**config.mk**
```make
export PLATFORM = sky130hd
export DESIGN_NAME = mult_arbiter_sequencer
export DESIGN_NICKNAME = d
export VERILOG_FILES = /design/src/rtl/mult_arbiter_sequencer.sv
export SDC_FILE = /design/constraint.sdc
export NUM_CORES = 1
export LEC_CHECK = 0
export ABC_AREA = 1
export BUFFER_PORTS_ARGS = -buffer_cell sky130_fd_sc_hd__buf_2
export CAP_MARGIN = 15
export CORE_AREA = 2 2 39 41
export DETAILED_ROUTE_END_ITERATION = 12
export DIE_AREA = 0 0 41 43
export HOLD_SLACK_MARGIN = 0.15
export PLACE_DENSITY_LB_ADDON = 0.15
export SYNTH_ARGS = -nofsm -noshare
export SYNTH_HDL_FRONTEND = slang
export SYNTH_SLANG_ARGS = --single-unit
```
**constraint.sdc**
```tcl
create_clock -name clk -period 1.4 [get_ports clk]
set_input_delay 0 -clock clk [delete_from_list [all_inputs] [get_ports clk]]
set_output_delay 0 -clock clk [all_outputs]
set_load 0.02 [all_outputs]
```
**src/rtl/mult_arbiter_sequencer.sv**
```systemverilog
// Control sequencer for a shared shift-add multiplier serving two requesters.
// Round-robin arbitration in IDLE, one LOAD cycle, WIDTH RUN cycles, one DONE pulse.
module mult_arbiter_sequencer #(
    parameter int WIDTH             = 16,
    parameter int NBITS_FOR_COUNTER = $clog2(WIDTH)
) (
    input  logic                         clk,
    input  logic                         reset,
    input  logic                         req0,
    input  logic                         req1,
    input  logic                         mplr_lsb,
    output logic                         load,
    output logic                         sel,
    output logic                         add_en,
    output logic                         shift_en,
    output logic                         busy,
    output logic                         done0,
    output logic                         done1,
    output logic [NBITS_FOR_COUNTER-1:0] iter_count
);

    typedef enum logic [1:0] {
        IDLE = 2'd0,
        LOAD = 2'd1,
        RUN  = 2'd2,
        DONE = 2'd3
    } state_t;

    localparam logic [NBITS_FOR_COUNTER-1:0] LAST_ITER = NBITS_FOR_COUNTER'(WIDTH - 1);

    state_t                         state_q, state_d;
    logic                           grant_q, grant_d;
    logic                           last_q, last_d;
    logic [NBITS_FOR_COUNTER-1:0]   iter_q, iter_d;
    logic                           win_s;

    // State, grant, last-served and iteration counter registers
    always_ff @(posedge clk) begin
        if (reset) begin
            state_q <= IDLE;
            grant_q <= 1'b0;
            last_q  <= 1'b1;
            iter_q  <= '0;
        end else begin
            state_q <= state_d;
            grant_q <= grant_d;
            last_q  <= last_d;
            iter_q  <= iter_d;
        end
    end

    // Next-state, arbitration and counter update
    always_comb begin
        state_d = state_q;
        grant_d = grant_q;
        last_d  = last_q;
        iter_d  = iter_q;
        // On a tie the requester not served last wins; otherwise whoever asks
        win_s   = (req0 && req1) ? ~last_q : req1;
        case (state_q)
            IDLE: begin
                if (req0 || req1) begin
                    state_d = LOAD;
                    grant_d = win_s;
                    last_d  = win_s;
                end else begin
                    state_d = IDLE;
                end
            end
            LOAD: begin
                iter_d  = '0;
                state_d = RUN;
            end
            RUN: begin
                if (iter_q == LAST_ITER) begin
                    iter_d  = '0;
                    state_d = DONE;
                end else begin
                    iter_d  = iter_q + NBITS_FOR_COUNTER'(1);
                end
            end
            DONE: begin
                state_d = IDLE;
            end
            default: begin
                state_d = IDLE;
                iter_d  = '0;
            end
        endcase
    end

    // Output decode from state, grant and multiplier LSB; forced low while in reset
    always_comb begin
        load     = 1'b0;
        sel      = 1'b0;
        add_en   = 1'b0;
        shift_en = 1'b0;
        busy     = 1'b0;
        done0    = 1'b0;
        done1    = 1'b0;
        if (reset) begin
            busy = 1'b0;
        end else begin
            sel  = grant_q;
            busy = (state_q != IDLE);
            case (state_q)
                LOAD: load = 1'b1;
                RUN: begin
                    shift_en = 1'b1;
                    add_en   = mplr_lsb;
                end
                DONE: begin
                    done0 = ~grant_q;
                    done1 = grant_q;
                end
                default: load = 1'b0;
            endcase
        end
    end

    assign iter_count = iter_q;

endmodule

```
# Word level (Yosys, flattened, before mapping)
# Index checks and enable logic that the tools add are counted.
# op_classes
div_mod_pow,0
n_shift,0
magnitude_cmp,0
bitwise_logic,2
n_reduce_logical,6
n_addsub,1
eq_ne,5
muxes,18
n_mul,0
# ops
operator,count
$mux 1,14
$pmux 2 s4,1
$pmux 4 s2,1
$add 4x1->4 const B,1
$eq 2x2->1 const B,2
$eq 4x4->1 const B,1
$mux 4,1
$reduce_bool 2->1,2
$eq 2x1->1 const B,1
$logic_not 2->1,1
$mux 2,1
$ne 2x2->1 const B,1
$not 1->1,2
$reduce_and 2->1,1
$logic_and 1x1->1,1
$logic_or 1x1->1,1
# word_totals
regBits,8
ramBits,0
input_bits,5
latch_bits,0
word_cells,36
n_memories,0
output_inout_bits,11
rom_bits,0

# Logic depth before layout (Yosys ltp)
# Gate-level depths: netlist of run 1.
# depth
ltp_word,3
depth_mapped,7
ltp_nobuf,7

# Worst setup path before layout of run 1
# OpenSTA, ideal clock, no wires.
# synth_timing
path_type,flip-flop to flip-flop
startpoint,reg state_q[1]
endpoint,reg iter_q[3] (netlist: iter_count[3])
setup_time_ns,0.112
period_less_slack_ns,1.197
setup_slack_ns,0.203
path_buffers,0
path_stages_with_launch,8
t_required_ns,1.288
arrival_time_ns,1.085
cell_sequence,dfxtp_1 inv_1 ha_1 nand2_2 nor2_1 nand2_1 nand2_1 nor2_1
# synth_via
elab_chain_len,2
elab_cells_between_ends,4
cone_classes,2 x eq/ne; 1 x mux; 1 x reduce/logical
# synth_lines
item,line,text
"start, declared",31,"state_t state_q, state_d;"
"start signal, assigned",45,state_q <= state_d;
$eq 2x2->1 / $eq 2x1->1 (equally long branches),60,case (state_q)
$pmux 4 s2 / $reduce_bool 2->1 (equally long branches),--,
"end signal, assigned",48,iter_q <= iter_d;
"end, declared",34,"logic [NBITS_FOR_COUNTER-1:0] iter_q, iter_d;"
# Several ways; a longest one is shown, not always the timed one.
# A chain may end at the register's enable or synchronous reset.

# Final worst setup path of run 1
# layout_timing
startpoint,reg state_q[0]
endpoint,out add_en
# layout_via
elab_chain_len,3
# layout_lines
item,line,text
$eq 2x2->1,106,case (state_q)
$mux 1,106,
$mux 1,101,if (reset) begin
"end, declared",14,"output logic add_en,"
# No other way between the ends.

==> metrics list, run 1 <==
- Entering global routing, the biggest net connects 10 pins.
- CTS built an H-tree with a depth of 1.
- The most critical setup path has its startpoint at state_q[0].
- Die Wd: 41 um
* Outcome: complete, no violations
* Tightest Hold Check Type: input port to output port
- Crit path kind: flop to output port
- The finished cells cover 627 um2.
- The floorplan step defined a die boundary enclosing 1760 um2.
* Post-synth design cell area: 493 um2
* Post-detail-place hpwl: 768 um
- GRT Total Usage: 14.9%
* Final clock skew: 9.09 ps
- # Max-Cap Violations: 0
- Proportion of layout cells with a drive suffix above 1: 24.2%
- N_diodes: 0
* Initial antenna violation count: 0
- Sequential elements use 32.5% of the synthesized area.
- After detailed routing, the met2 layer carries 471 um of wire.
- The endpoint identified for the worst register-to-register timing path is iter_count[3].
* Series of cell instances along the critical path: inv_1 > ha_2 > nand2_1 > nor2_1 > buf_2
- The finished layout holds 107 standard cells, fillers aside.
- Subtracting the final worst setup slack from the clock period gives 1310 ps.
- RSZ-0062 raised after global routing: true
* LEAKAGE: 0.317 nW
* Count of vias placed by the detailed router: 493
- Routability congestion estimate from global placement: 0.740
- Number of global-route vias before repair: 476
- Setup slack on the worst reg-to-reg path comes out at 130 ps.
- Total setup violations reported at the end of the flow: 0
- Number of placement rows: 14
- Dividing the synthesized area by the synthesized cell count gives 6.85 um2.
- Clock buffer depth: 2
* Worst IR drop on VDD: 930 uV
* Fraction of the core area covered by cells at the end of the flow: 45.3%
- After detailed routing, the number of remaining DRC violations is 0.
- On the worst path, the slowest cell contributes a delay of 320 ps.
- For this run, the number of Yosys warnings is 0.
- When the netlist entered floorplanning its net count stood at 83.
- Placed cell count: 101
* Clock tree from TritonCTS: done
- The slowest stage of the critical path is the sky130_fd_sc_hd__dfxtp_1 cell.
- Placeable core area: 1380 um2
* Buffers and inverters on the worst path: 2
* Number of cells traversed by the worst hold path: 4
* Maximum achievable frequency: 761 MHz
- Worst Path Required: 1400 ps
- Slew at the pin closest to its max-slew limit: 222 ps
- Counting distinct cell types in the post-synthesis netlist gives 15.
* Endpoint kind of the worst setup timing path: output port
- Die Y: 43 um
- Arrival time of the worst setup path: 1310 ps
- Launch point of the worst hold path: mplr_lsb
- Placed cell area: 569 um2
- Final hold viol count: 0
* Sink of the worst hold path: add_en
- Net count reported at finish: 104
- Worst Reg-to-Reg Cells: 7
- The detailed router finished its first iteration with 7 violations.
- Compared with the post-synthesis result, the final layout area differs by 27.2%.
- Initial core utilization: 35.6%
- After detailed routing, the average wire length per cell comes to 9.56 um.
- Number of register bits inferred by synthesis: 8
* Crit-path max FO: 9
* Routed length on met3: 55 um
- Cell count after synthesis: 72
- Headroom to the max-slew limit: 85.0%
* Final routed wirelength across all metal layers: 1.02 mm
- After detailed routing, no signal wire sits above met4.
- The first detailed-routing pass ran for 3 iterations.
- The max-slew violation count is 0.
- Final cycle utilization of the critical path: 93.9%
- After global routing the overflow that remains totals 0.
- In the final routing, the length of wire on met1 measures 485 um.
* Top-level port count: 16
- TritonCTS Sinks: 8
* Number of CTS-inserted buffers: 3
- Count of input and output buffers: 15
* Routed Antenna Nets: 0
- Clock transition at path regs: 50 ps
- Dividing total power by cell area gives a power density of 1860 nW/um2.
* Element type at the critical path start: flop
- The cell family contributing the most delay on the critical path is flip-flops.
* Clock latency on the worst-skew pair: 260 ps
* First-pass GRT wire length: 1.78 mm
- Final sum of negative setup slack: 0 ps
* Buffer cell driving the clock tree root: sky130_fd_sc_hd__clkbuf_4
- Post-CTS setup buffer count: 0
- Start of the worst register-to-register path: state_q[1]
- Routed via count divided by cell count: 4.61
-- kinds of logic after synthesis --
| kind of cell | count (synthesis) | share of synthesized area, % |
|---|---|---|
| AND/OR/NAND/NOR | 36 | 30.0 |
| adder cells (fa/ha/maj) | 6 | 15.2 |
| AO/OA/AOI/OAI | 9 | 9.14 |
| flip-flops | 8 | 32.5 |
| buffers and inverters | 12 | 11.4 |
| XOR/XNOR | 1 | 1.78 |
-- worst reg2reg max path: stages, from the launching register on --
cell	delay (ps)
sky130_fd_sc_hd__dfxtp_1	370
sky130_fd_sc_hd__inv_1	100
sky130_fd_sc_hd__ha_2	400
sky130_fd_sc_hd__nand2_2	60
sky130_fd_sc_hd__nor2_1	100
sky130_fd_sc_hd__nand2_1	50
sky130_fd_sc_hd__nand2_1	60
sky130_fd_sc_hd__nor2_1	30
-- cells in the mapped netlist, drive strengths merged --
| master | number | area [um2] |
|---|---|---|
| nand2 | 17 | 66.3 |
| nor2 | 11 | 41.3 |
| inv | 10 | 37.5 |
| dfxtp | 8 | 160 |
| ha | 6 | 75.1 |
| nand3 | 6 | 30.0 |
| o21ai | 5 | 25.0 |
| a21oi | 4 | 20.0 |
| buf | 2 | 18.8 |
| nor3 | 2 | 10.0 |
| xnor2 | 1 | 8.76 |
-- placed cells by master (no fill, tap or decap), drive strengths merged --
master       count
nand2           17
buf             15
nor2            11
inv             10
dfxtp            8
nand3            6
ha               6
o21ai            5
a21oi            4
clkbuf           3
dlygate4sd3      3
nor3             2
xnor2            1
-- flip-flops by register name, summed over array words and instances, names as in the netlist --
signal	cells
iter_count	4
state_q	2
grant_q	1
last_q	1
-- worst max path at each step --
| stage | end | slack (ps) | cells after the start |
|---|---|---|---|
| global route | add_en | -40 | 5 |
| floorplan | iter_count[3] | 200 | 7 |
| CTS | add_en | 70 | 5 |
| detailed placement | iter_count[3] | 110 | 7 |
| global placement | iter_count[3] | 120 | 7 |
| finish | add_en | 90 | 5 |
-- metrics by stage --
stage          setup slack, ps  hold slack (ps)  total power [W]
2_1_floorplan              203              129         0.000844
3_3_place_gp               125              303         0.000981
3_5_place_dp               111              305         0.000983
4_1_cts                   74.4              333          0.00118
5_1_grt                  -40.3              363          0.00130
6_report                  85.5              332          0.00117
-- where the power goes --
part,switching (W),leakage (nW),internal (W),total (W)
Sequential,0.0000536,0.0657,0.000297,0.000351
Combinational,0.000389,0.238,0.000249,0.000639
Clock,0.0000801,0.0138,0.0000982,0.000178
-- metal layers --
| metal | track usage (%) | vias to the layer above |
|---|---|---|
| met5 | 0 | - |
| met4 | 8.00 | 0 |
| met3 | 6.28 | 2 |
| met2 | 22.5 | 13 |
| met1 | 17.0 | 214 |
| li1 | - | 264 |
-- cell type report --
cell class,instances,area (um2)
clock buffers,3,22.5
flip-flops and latches,8,160
repair buffers,18,105
multi-input cells,52,282
well taps,16,20.0
inverters,10,37.5
fillers,156,757
-- repair_timing --
action,CTS,global route
hold endpoints to repair,5,0
resized for setup,1,1
setup endpoints to repair,1,3
hold buffers,3,0
(Power assumes the default switching activity.)
==> inputs of run 2 (changes only) <==
--- a/config.mk
+++ b/config.mk
@@ -5,7 +5,7 @@
 export SDC_FILE = /design/constraint.sdc
 export NUM_CORES = 1
 export LEC_CHECK = 0
-export ABC_AREA = 1
+export ABC_AREA = 0
 export BUFFER_PORTS_ARGS = -buffer_cell sky130_fd_sc_hd__buf_2
 export CAP_MARGIN = 15
 export CORE_AREA = 2 2 39 41
==> constraint.sdc (replaced) <==
create_clock -name clk -period 1.3 [get_ports clk]
set_input_delay 0 -clock clk [delete_from_list [all_inputs] [get_ports clk]]
set_output_delay 0 -clock clk [all_outputs]
set_load 0.02 [all_outputs]
==> metrics list, run 2 <==
* Switching power share of the total: 38.7% (-6.0 points)
* Number of CTS-inserted buffers: 3 (unchanged)
* Buffer cell driving the clock tree root: sky130_fd_sc_hd__clkbuf_4
* Synth top area share: 33.7% (+1.2 points)
* Sequential share of the synthesized area: 33.7% (+1.2 points)
* Most common library cell in the layout ignoring fill and taps: sky130_fd_sc_hd__buf_2
- Post-route minimum period: 1240 ps
- The layout cell share with drive strength beyond 1 was 48.3% (+24 points).
- The placed cell area is 642 um2 (+13%).
* Final hold viol count: 0 (unchanged)
* Commonest cells after routing, fill and taps aside: 12 x sky130_fd_sc_hd__buf_2, 9 x sky130_fd_sc_hd__buf_4, 8 x sky130_fd_sc_hd__nand2_1
- The tightest min-delay check is of the input port to output port type.
- Net count reported at finish: 100 (-3.8%)
* Number of register bits inferred by synthesis: 8 (unchanged)
- # DRC: 0 (unchanged)
* Count of input and output buffers: 15 (unchanged)
* Synthesis-to-finish area growth: 62.6%
- The worst relative slew slack is 80.6% (-4.5 points).
* Maximum achievable frequency: 808 MHz
- Maximum level of the CTS H-tree: 1 (unchanged)
- The Yosys warning count is 0 (unchanged).
- The critical path required time came to 1300 ps (-100 ps).
- The share of total power in combinational logic came to 58.6% (+3.9 points).
* Initial core utilization: 34.4% (-1.3 points)
* Net count of the mapped netlist: 68 (-18%)
- Element type at the critical path start: flop
- The die width was 41 um (unchanged).
* Final non-filler cell area: 773 um2 (+23%)
* Final routed wirelength across all metal layers: 1.19 mm (+16%)
- First-pass GRT wire length: 2.06 mm (+16%)
* LEAKAGE: 0.349 nW (+9.9%)
- The die outline area is 1760 um2 (unchanged).
- Endpoint kind of the worst setup timing path: output port
- The total of endpoints with negative setup slack in the final report came to 0 (unchanged).
- Worst IR drop on VDD: 735 uV (-21%)
* Placeable core area: 1380 um2 (unchanged)
- The most used flip-flop cell after synthesis is sky130_fd_sc_hd__dfxtp_1.
- Summed over all instances, the cell type with the most area after synthesis is sky130_fd_sc_hd__dfxtp_1.
- The antenna violation net count after detailed routing is 0 (unchanged).
- The global route total overflow is 0 (unchanged).
* Top-level port count: 16 (unchanged)
- Final clock skew: 10.2 ps (+1.06 ps)
- The count of different cell masters after synthesis was 22 (+7).
- The number of instances in the synthesized netlist was 57 (-21%).
- Most frequent cells after synthesis: 8 x sky130_fd_sc_hd__dfxtp_1, 8 x sky130_fd_sc_hd__nand2_1, 6 x sky130_fd_sc_hd__ha_1
- RSZ-0062 raised after global routing: true
* # Max-Cap Violations: 0 (unchanged)
* Outcome: complete, no violations
* Largest net degree at the start of global routing: 16 (+6)
* TritonCTS Sinks: 8 (unchanged)
* Arrival time of the worst setup path: 1240 ps (-70 ps)
* Async set-reset flop share out of synthesis: 0% (unchanged)
* Number of flops mapped to enable cells by yosys: 0 (unchanged)
- TritonCTS built the clock tree.
- Crit path max-delay cell type: sky130_fd_sc_hd__dfxtp_4
- N_diodes: 0 (unchanged)
* Average wire per cell in the routed design: 11.5 um (+20%)
* Relative contribution of sequential cells to total power: 26.5% (-3.5 points)
- The number of flip-flops in the largest register came to 4 (unchanged).
* Crit path kind: flop to output port
- The post-synthesis instance area is 475 um2 (-3.6%).
* Cell repeated most along the worst path: sky130_fd_sc_hd__buf_6
- Series of cell instances along the critical path: inv_4 > buf_6 > ha_2 > nor2_2 > buf_6
- Slew at the pin closest to its max-slew limit: 291 ps (+69.2 ps)
- The floorplan row count is 14 (unchanged).
* Clock buffer depth: 2 (unchanged)
* Routed via count divided by cell count: 4.91 (+6.6%)
* Count of vias placed by the detailed router: 506 (+2.6%)
- The maximum fanout along the worst path came to 4 (-5).
- Routability congestion estimate from global placement: 0.737 (-0.34%)
* Avg Synthesized Cell Area: 8.34 um2 (+22%)
- The cell area power density is 1730 nW/um2 (-7.0%).
* Post-detail-place hpwl: 767 um (-0.10%)
- Iter 0 DRT Violations: 7 (unchanged)
- The via count of the first global-routing pass was 501 (+5.3%).
- Die Y: 43 um (unchanged)
- The total routing resource utilization after global routing came to 17.3% (+2.4 points).
- Total net switching power: 0.000519 W (-0.72%)
- The power after layout is 0.00134 W (+15%).
- Initial antenna violation count: 0 (unchanged)
* Clock network fraction of total power: 14.9% (-0.4 points)
* Clock transition at path regs: 60 ps (about the same)
* First drt pass iteration count: 4 (+1)
* Clock latency on the worst-skew pair: 260 ps (about the same)
- Final cycle utilization of the critical path: 95.2%
* Internal portion of total power: 0.000821 W (+27%)
* Slowest Stage Delay on Critical Path: 380 ps (+60 ps)
* Final number of max-transition violations: 0 (unchanged)
* Cell types occupying the most area after synthesis: sky130_fd_sc_hd__dfxtp_1 34%, sky130_fd_sc_hd__ha_1 16%, sky130_fd_sc_hd__nand2_1 6.3%
- WHS: 309 ps (-22.9 ps)
run 2: cell types whose count changed after synthesis, sizes merged, moves of 3 or more:
cell | previous run | this run
nand2 | 17 | 8
nand3 | 6 | 3
nor2 | 11 | 4
nor2b | 0 | 4
inv | 10 | 3
o21ai | 5 | 1
run 2: power by group through the flow:
stage | combinational [W] | sequential, W | clock [W]
after global placement | 0.000626 | 0.000328 | 0
after detailed placement | 0.000620 | 0.000330 | 0
final | 0.000785 | 0.000355 | 0.000199
after floorplan | 0.000343 | 0.000334 | 0
after global routing | 0.000868 | 0.000364 | 0.000228
after CTS | 0.000703 | 0.000341 | 0.000207
run 2: cells by family (layout without fill, tap and decap cells):
kind of cell / after synthesis / in the layout / share of synthesized area, %
compound gates: 12 / 12 / 17.9
fa+ha+maj: 6 / 6 / 15.8
buf+inv: 5 / 35 / 4.21
flops: 8 / 8 / 33.7
simple gates: 26 / 26 / 28.4
run 2: what timing repair did:
item / in CTS / in global routing
hold buffers: 3 / 0
buffers inserted: 1 / 1
resized for setup: 11 / 12
pin swaps: 2 / 5
endpoints found under the setup margin: 4 / 9
endpoints found under the hold margin: 6 / 0
run 2: final cells by class:
cell class	instances	area (um2)
Multi-Input combinational cell	44	333
Clock buffer	3	22.5
Fill cell	131	611
Sequential cell	8	168
Timing Repair Buffer	29	214
Inverter	3	16.3
Tap cell	16	20.0
run 2: through the flow:
stage / std cells / utilization, % / setup TNS [ps] / setup slack, ps
2_1_floorplan: 57 / - / -40.8 / -40.8
3_3_place_gp: 96 / 46.4 / 0 / 31.5
3_5_place_dp: 96 / 46.4 / 0 / 14.2
4_1_cts: 102 / 53.0 / 0 / 0.555
5_1_grt: 103 / 55.9 / -30.3 / -17.3
6_report: 103 / 55.9 / 0 / 62.8
run 2: path summary, 6_finish.rpt:
path	depth (start not counted)	to	start	slack, ps
worst max-delay path	5	busy	state_q[1]	60
worst min register to register	2	iter_count[1]	iter_count[1]	480
worst max register to register	5	last_q	state_q[1]	70
worst min-delay path	3	add_en	mplr_lsb	310
run 2: critical path, delay by kind of cell, from the launching register on:
family,cells,cell delay (ps)
adder cells (fa/ha/maj),1,190
buffers and inverters,3,280
flip-flops,1,380
AND/OR/NAND/NOR,1,130
run 2: metal layers:
metal	wire length, um	up-vias	global-route usage [%]
met4	8	0	10.0
met2	582	12	26.3
met5	0	-	0
met3	51	2	3.14
met1	544	228	21.8
li1	-	264	-
==> inputs of run 3 (changes only) <==
--- a/config.mk
+++ b/config.mk
@@ -13,6 +13,7 @@
 export DIE_AREA = 0 0 41 43
 export HOLD_SLACK_MARGIN = 0.15
 export PLACE_DENSITY_LB_ADDON = 0.15
+export RECOVER_POWER = 100
 export SYNTH_ARGS = -nofsm -noshare
 export SYNTH_HDL_FRONTEND = slang
 export SYNTH_SLANG_ARGS = --single-unit
==> metrics list, run 3 (same netlist as run 2, synthesis figures left out) <==
- Synthesis-to-finish area growth: 60.8%
- Initial antenna violation count: 0 (unchanged)
- First drt pass iteration count: 4 (unchanged)
* # Max-Cap Violations: 0 (unchanged)
- Tightest Hold Check Type: input port to output port
* Launch point of the worst hold path: mplr_lsb
- Iter 0 DRT Violations: 7 (unchanged)
- Post-detail-place hpwl: 767 um (unchanged)
- The number of flip-flops in the largest register is 4 (unchanged).
* Number of CTS-inserted buffers: 3 (unchanged)
* Final routed wirelength across all metal layers: 1.19 mm (about the same)
- Crit-path max FO: 4 (unchanged)
- The first-pass GRT wire length was 2.06 mm (unchanged).
- The share of power burned in the clock network was 15.0% (about the same).
- The final count of hold timing violations was 0 (unchanged).
- Total setup violations reported at the end of the flow: 0 (unchanged)
- The pin count of the biggest net entering global routing came to 16 (unchanged).
- The number of vias in the routed layout is 506 (unchanged).
- The maximum VDD drop is 731 uV (-0.65%).
* Slowest Stage Delay on Critical Path: 380 ps (about the same)
* Total chip power: 0.00133 W (-0.51%)
* LEAKAGE: 0.326 nW (-6.6%)
* Die Y: 43 um (unchanged)
* Series of cell instances along the critical path: inv_4 > buf_6 > ha_2 > nor2_2 > buf_6
* Clock tree from TritonCTS: done
* Endpoint kind of the worst setup timing path: output port
- The average routed wire per standard cell came to 11.5 um (about the same).
- The worst clock skew came to 10.3 ps (+0.132 ps).
- Tracing the worst setup path back leads to its startpoint at state_q[1].
- The worst hold slack after final layout came to 309 ps (unchanged).
- Gr ovfl total: 0 (unchanged)
- The maximum buffer depth of the clock tree is 2 (unchanged).
- STA classifies the critical path startpoint as a flop.
- The multi-input logic area was 333 um2 (unchanged).
* Crit path kind: flop to output port
- Routed via count divided by cell count: 4.91 (unchanged)
- In this run the critical register-to-register path is launched from state_q[1].
- The share of total power in combinational logic came to 58.4% (-0.2 points).
* Initial core utilization: 34.4% (unchanged)
* Final cycle utilization of the critical path: 95.2% (about the same)
- Count of input and output buffers: 15 (unchanged)
- Headroom to the max-slew limit: 80.6% (about the same)
* Switching power share of the total: 39.0% (+0.21 points)
- The cell area power density is 1740 nW/um2 (+0.63%).
* Post-route worst setup slack: 62.6 ps (-0.194 ps)
- Final number of max-transition violations: 0 (unchanged)
- The clock insertion delay at the later pin of the skew report was 260 ps (about the same).
- The internal portion of total power came to 0.000814 W (-0.85%).
- The tree is rooted in a sky130_fd_sc_hd__clkbuf_4.
- The count of boundary I/O pins was 16 (unchanged).
- The largest individual stage delay along the critical path comes from the cell sky130_fd_sc_hd__dfxtp_4.
- Maximum level of the CTS H-tree: 1 (unchanged)
* Total net switching power: 0.000519 W (about the same)
- The weighted congestion at the end of routability-driven global placement was 0.737 (unchanged).
- The critical path required time is 1300 ps (about the same).
- Slew at the pin closest to its max-slew limit: 291 ps (-0.0768 ps)
- The antenna cell count was 0 (unchanged).
* Arrival time of the worst setup path: 1240 ps (about the same)
- The layout cell share with drive strength beyond 1 came to 42.5% (-5.7 points).
- The detailed-route DRC error count was 0 (unchanged).
* Relative contribution of sequential cells to total power: 26.7% (+0.2 points)
- The setup TNS came to 0 ps (unchanged).
- Maximum achievable frequency: 808 MHz (about the same)
* Number of placement rows: 14 (unchanged)
- The via count of the first global-routing pass was 501 (unchanged).
- By instance count, the cell type seen most on the critical path is sky130_fd_sc_hd__buf_6.
- Post-route minimum period: 1240 ps (+0.194 ps)
- Net count reported at finish: 100 (unchanged)
* RSZ-0062 raised after global routing: true
* Die Wd: 41 um (unchanged)
- The register area came to 168 um2 (unchanged).
* GRT Total Usage: 17.3% (unchanged)
* Setup slack at placement: 14.2 ps (unchanged)
* Placeable core area: 1380 um2 (unchanged)
- Routed Antenna Nets: 0 (unchanged)
- TritonCTS Sinks: 8 (unchanged)
- Die Area: 1760 um2 (unchanged)
* Largest delay contributor family on the critical path: flip-flops
* Clock transition at path regs: 60 ps (about the same)
* Outcome: complete, no violations
* Commonest cells after routing, fill and taps aside: 8 x sky130_fd_sc_hd__nand2_1, 8 x sky130_fd_sc_hd__buf_2, 8 x sky130_fd_sc_hd__buf_4
- Filler cell count in the final layout: 134 (+2.3%)
- Buffers and inverters on the worst path: 3 (unchanged)
run 3: changes by cell type in the layout (fill, tap and decap cells not counted), sizes merged:
cell	previous run	this run
clkbuf	3	8
buf	26	21
run 3: what timing repair did:
item,4_1_cts,5_1_grt
hold endpoints to repair,6,0
hold buffers,3,0
resized for setup,11,12
setup endpoints to repair,4,9
cloned,0,0
pin swaps,2,5
buffers inserted,1,1
run 3: routing by layer:
| metal | global-route usage [%] | share of wire [%] | routed length (um) |
|---|---|---|---|
| met1 | 21.8 | 46 | 545 |
| met2 | 26.3 | 49 | 580 |
| met3 | 3.14 | 4.2 | 50 |
| met4 | 10.0 | 0.68 | 8 |
| met5 | 0 | 0 | 0 |
run 3: tightest hold or removal path, stage by stage:
cell	delay, ps
sky130_fd_sc_hd__buf_2	70
sky130_fd_sc_hd__and2_1	120
sky130_fd_sc_hd__buf_6	110
run 3: final timing paths:
kind / end / slack, ps / cells after the start
max: busy / 60 / 5
min: add_en / 310 / 3
max reg2reg: last_q / 70 / 5
min reg2reg: iter_count[1] / 480 / 2
run 3: layout make-up:
| type | count | share of cell area (%) |
|---|---|---|
| clock buffers | 3 | 2.95 |
| inverters | 3 | 2.13 |
| multi-input cells | 44 | 43.5 |
| repair buffers | 29 | 26.8 |
| well taps | 16 | 2.62 |
| flip-flops and latches | 8 | 21.9 |
run 3: power by group through the flow:
| stage | combinational [W] | sequential [W] | clock (W) |
|---|---|---|---|
| finish | 0.000778 | 0.000355 | 0.000200 |
| global route | 0.000861 | 0.000365 | 0.000228 |
| CTS | 0.000703 | 0.000341 | 0.000207 |
| detailed placement | 0.000620 | 0.000330 | 0 |
| global placement | 0.000626 | 0.000328 | 0 |
| floorplan | 0.000343 | 0.000334 | 0 |
run 3: stage by stage:
step,cells,instance area (um2),utilization (%)
detailed placement,96,642,46.4
CTS,102,733,53.0
global placement,96,642,46.4
global route,103,764,55.2
finish,103,764,55.2
floorplan,57,480,-
